--- src/rtl/alu_share_arbiter.sv ---
// Round-robin share of one combinational ADD/CMP ALU between two requesters.
// IDLE latches the granted operands, EXEC captures the ALU result, RESP holds it until consumed.
module alu_share_arbiter #(
  parameter int N = 32
) (
  input  logic         clk,
  input  logic         rstn,
  input  logic [1:0]   req_valid,
  input  logic [N-1:0] req_a0,
  input  logic [N-1:0] req_a1,
  input  logic [N-1:0] req_b0,
  input  logic [N-1:0] req_b1,
  input  logic [1:0]   req_s,
  output logic [1:0]   req_ready,
  output logic [1:0]   rsp_valid,
  input  logic [1:0]   rsp_ready,
  output logic [N-1:0] rsp_y,
  output logic         rsp_zf,
  output logic [N-1:0] alu_a,
  output logic [N-1:0] alu_b,
  output logic         alu_s,
  input  logic [N-1:0] alu_y,
  input  logic         alu_zf,
  output logic         busy
);

  localparam logic [1:0] IDLE = 2'd0;
  localparam logic [1:0] EXEC = 2'd1;
  localparam logic [1:0] RESP = 2'd2;

  logic [1:0] r_state;
  logic       r_last_grant;
  logic       r_gnt_id;
  logic       w_grant;
  logic       w_accept;

  // On a tie the requester that was not served last wins.
  always_comb begin
    w_grant  = (req_valid == 2'b11) ? ~r_last_grant : req_valid[1];
    w_accept = (r_state == IDLE) && (req_valid != 2'b00);
  end

  always_comb begin
    req_ready = 2'b00;
    if (w_accept && rstn)
      req_ready = w_grant ? 2'b10 : 2'b01;
    rsp_valid = 2'b00;
    if (r_state == RESP)
      rsp_valid = r_gnt_id ? 2'b10 : 2'b01;
    busy = (r_state != IDLE);
  end

  always_ff @(posedge clk or negedge rstn) begin
    if (!rstn) begin
      r_state      <= IDLE;
      r_last_grant <= 1'b1;
      r_gnt_id     <= 1'b0;
      alu_a        <= '0;
      alu_b        <= '0;
      alu_s        <= 1'b0;
      rsp_y        <= '0;
      rsp_zf       <= 1'b0;
    end else begin
      case (r_state)
        IDLE: begin
          if (w_accept) begin
            alu_a    <= w_grant ? req_a1 : req_a0;
            alu_b    <= w_grant ? req_b1 : req_b0;
            alu_s    <= req_s[w_grant];
            r_gnt_id <= w_grant;
            r_state  <= EXEC;
          end
        end
        EXEC: begin
          rsp_y   <= alu_y;
          rsp_zf  <= alu_zf;
          r_state <= RESP;
        end
        RESP: begin
          // Only the owner of the response can release it.
          if (rsp_ready[r_gnt_id]) begin
            r_last_grant <= r_gnt_id;
            r_state      <= IDLE;
          end
        end
        default: r_state <= IDLE;
      endcase
    end
  end

endmodule

--- config.mk ---
export PLATFORM = sky130hd
export DESIGN_NAME = alu_share_arbiter
export DESIGN_NICKNAME = d
export VERILOG_FILES = /design/src/rtl/alu_share_arbiter.sv
export SDC_FILE = /design/constraint.sdc
export NUM_CORES = 1
export LEC_CHECK = 0
export ABC_AREA = 1
export CAP_MARGIN = 40
export CELL_PAD_IN_SITES_DETAIL_PLACEMENT = 1
export CELL_PAD_IN_SITES_GLOBAL_PLACEMENT = 1
export CORE_ASPECT_RATIO = 1.4
export CORE_UTILIZATION = 29
export DETAILED_ROUTE_END_ITERATION = 10
export PLACE_DENSITY_LB_ADDON = 0.1
export SYNTH_ARGS = -nofsm -noshare
export SYNTH_HDL_FRONTEND = slang
export SYNTH_SLANG_ARGS = --single-unit
--- constraint.sdc ---
create_clock -name clk -period 2.1 [get_ports clk]
set_input_delay 0.42 -clock clk [delete_from_list [all_inputs] [get_ports clk]]
set_output_delay 0.42 -clock clk [all_outputs]
set_load 0.05 [all_outputs]
==> summary.md <==
| Metric | Value |
|---|---|
| Hold-fix buffers, CTS | 0 |
| Most used cell, CP | nand2_2 |
| Layout area overhead | 63.4% |
| Leak | 4.45 nW |
| Total gr overflow | 0 |
| Worst setup SP type | primary input |
| Nets | 1153 |
| Final setup fails | 0 |
| Die area | 18600 sq um |
| H-tree depth | 3 |
| Fillcell total | 2154 |
| Max Freq | 496 MHz |
| Clock sink count | 102 |
| Std cell rows | 57 |
| Total core area | 17500 sq um |
| Hold slack | 156 ps |
| DRT antenna net count | 0 |
| Vias in the first global route | 5566 |
| Fin. max-slew vios | 0 |
| TritonCTS clock tree | yes |
| Share of cells above drive strength 1 | 5.36% |
| # IOs | 272 |
| DRT Wirelength | 18700 um |
| TritonCTS Buffers | 9 |
| Slowest library cell on the worst path | clkdlybuf4s50_1 |
| Area of the multi-input gates | 1910 sq um |
| Die Wd | 115 um |
| Post-Syn Nets | 898 |
| Tmin final | 2020 ps |
| CP cell instances | clkdlybuf4s50_1 > nand2_2 > nand2_2 > inv_1 > nor2_1 > buf_12 |
| Avg Cell Area, Syn | 7.17 sq um |
| Clock-pin slew on the worst setup and hold paths | 80 ps |
| Number of synthesized register bits | 102 |
| Chip height | 161 um |
| Final hold vios | 0 |
| Synth area leaders | dfrtp_1 (48%), nand2_1 (20%), nand3_1 (16%) |
| Post-Syn Instances | 729 |
| Root Driver | clkbuf_16 |
| Synth warn | 0 |
| Register Area | 2550 sq um |
| VDD IR max | 0.610 mV |
| Critical Path End Type | output pin |
| Crit-path max cell delay | 520 ps |
| Synth unique cells | 16 |
| GPL Wtd Cong | 0.742 |
| Largest delay contributor family on the critical path | buffers and inverters |
| Crit-path max FO | 7 |
| Tightest Pin Transition | 606 ps |
| Share of the synthesized area in the top cell type | 48.4% |
| Initial antenna violation count | 2 |
| Port Buffer Count | 271 |
| Maxcap violations | 0 |
| DR vias | 5482 |
| Area leader, netlist | dfrtp_1 |
| Initial Util | 29.9% |
| Sequential share of the synthesized area | 48.9% |
| DR WL/cell | 15.3 um |
| Buffers & Inverters on Critical Path | 3 |
| RSZ-0062 raised after global routing | false |
| Final period util | 96.0% |
| Worst Hold Class | in -> async |
| HPWL Detailed | 13300 um |
| Gr usage total | 20.8% |
| Status | complete, no violations |
| Clock Path Buffers | 2 |
| Worst-Skew Late Latency | 350 ps |
| Post_cts resized | 0 |
| Synthesized cell area | 5230 sq um |
| PwrDens | 1650 nW/um^2 |
| Crit path required time | 1680 ps |
| Drt drc | 0 |
| Layout Skew | 10.0 ps |
| CP arrival | 1600 ps |
| Largest net degree at the start of global routing | 103 |
| Global-route wire length before repair | 30000 um |
| Post-CTS Setup Repair Bufs | 0 |
| Slew HR | 59.6% |
| Crit Path Class | in -> out |
| Pre-Repair DR Iteration Count | 4 |
| Finished Cell Area | 8540 sq um |
| Cell Area, Placed | 8200 sq um |
| Drt via density | 4.47 |
| DRT iter0 DRCs | 241 |
[sequential cells by signal (all words and copies together) (netlist names)]
| register | cells |
|---|---|
| alu_s | 1 |
| rsp_zf | 1 |
| alu_a | 32 |
| alu_b | 32 |
| rsp_y | 32 |
| r_state | 2 |
| r_gnt_id | 1 |
| r_last_grant | 1 |
[synth_stat cells (all sizes together)]
library cell and count:
clkbuf 11, dfstp 1, dfrtp 101, nor2 7, buf 34, nand3 163
o21ai 2, nand2 274, inv 136
[area by class of cell]
type / instances / share of cell area, %
Antenna cell: 2 / 0.0586
Clock buffer: 9 / 2.64
Clock inverter: 7 / 1.22
Inverter: 136 / 5.98
Multi-Input combinational cell: 446 / 22.4
Sequential cell: 102 / 29.9
Tap cell: 236 / 3.46
Timing Repair Buffer: 289 / 34.3
[report_power, final]
part / total [mW] / switching [mW] / internal [mW]
Sequential: 3.50 / 0.531 / 2.97
Clock: 1.86 / 0.803 / 1.06
Combinational: 8.70 / 5.86 / 2.84
Total: 14.1 / 7.20 / 6.87
[per-layer routing]
metal  global-route usage [%]  vias to the layer above  share of wire [%]
met5                        0                        -                  0
met2                     34.8                      174                 50
met3                     5.40                       14                6.9
met4                     7.20                        0                1.6
li1                         -                     2700                  -
met1                     25.7                     2594                 41
[per-stage QoR]
stage / cells / util [%] / total power [mW] / worst slack [ps] / TNS (ps)
2_1_floorplan: 729 / - / 9.09 / -21.4 / -42.7
3_3_place_gp: 1209 / 47.0 / 12.2 / 100 / 0
3_5_place_dp: 1209 / 47.0 / 12.3 / 67.6 / 0
4_1_cts: 1225 / 48.8 / 14.3 / 68.0 / 0
5_1_grt: 1227 / 48.9 / 15.0 / 6.12 / 0
6_report: 1227 / 48.9 / 14.1 / 84.8 / 0
[worst reg2reg max path: cells and delay by family (launching register included)]
kind,cells,cell delay (ps)
DFF,1,550
buffers and inverters,1,420
and+or+nand+nor,5,500
[worst paths after layout]
check | slack [ps] | from | depth (start not counted) | end
max in group asynchronous | 1450 | rstn | 2 | alu_a[30]$_DFFE_PN0P_
worst min-delay path | 160 | rstn | 2 | rsp_y[26]$_DFFE_PN0N_
min in group clk | 470 | rsp_y[29]$_DFFE_PN0N_ | 2 | rsp_y[29]$_DFFE_PN0N_
worst min register to register | 470 | rsp_y[29]$_DFFE_PN0N_ | 2 | rsp_y[29]$_DFFE_PN0N_
worst max-delay path | 80 | req_valid[0] | 6 | req_ready[0]
worst max register to register | 520 | r_last_grant$_DFFE_PN1P_ | 6 | alu_a[18]$_DFFE_PN0P_
[logic make-up after synthesis]
logic type / after synthesis / synth area share, %
buffers and inverters: 181 / 14.7
DFF: 102 / 48.9
AOI/OAI and AO/OA: 2 / 0.192
and+or+nand+nor: 444 / 36.3
[cells in the final DEF (no fill, tap or decap), types with 2 or more instances in the layout]
master and instances:
nand2_1 271, clkdlybuf4s50_1 261, nand3_1 163, inv_1 133
dfrtp_1 101, buf_4 18, clkbuf_16 9, buf_12 9
nor2_1 5, inv_2 3, diode_2 2, nand2_2 2
o21ai_0 2, clkinvlp_4 2, bufinv_16 2
Power figures use the tool's default switching activity.
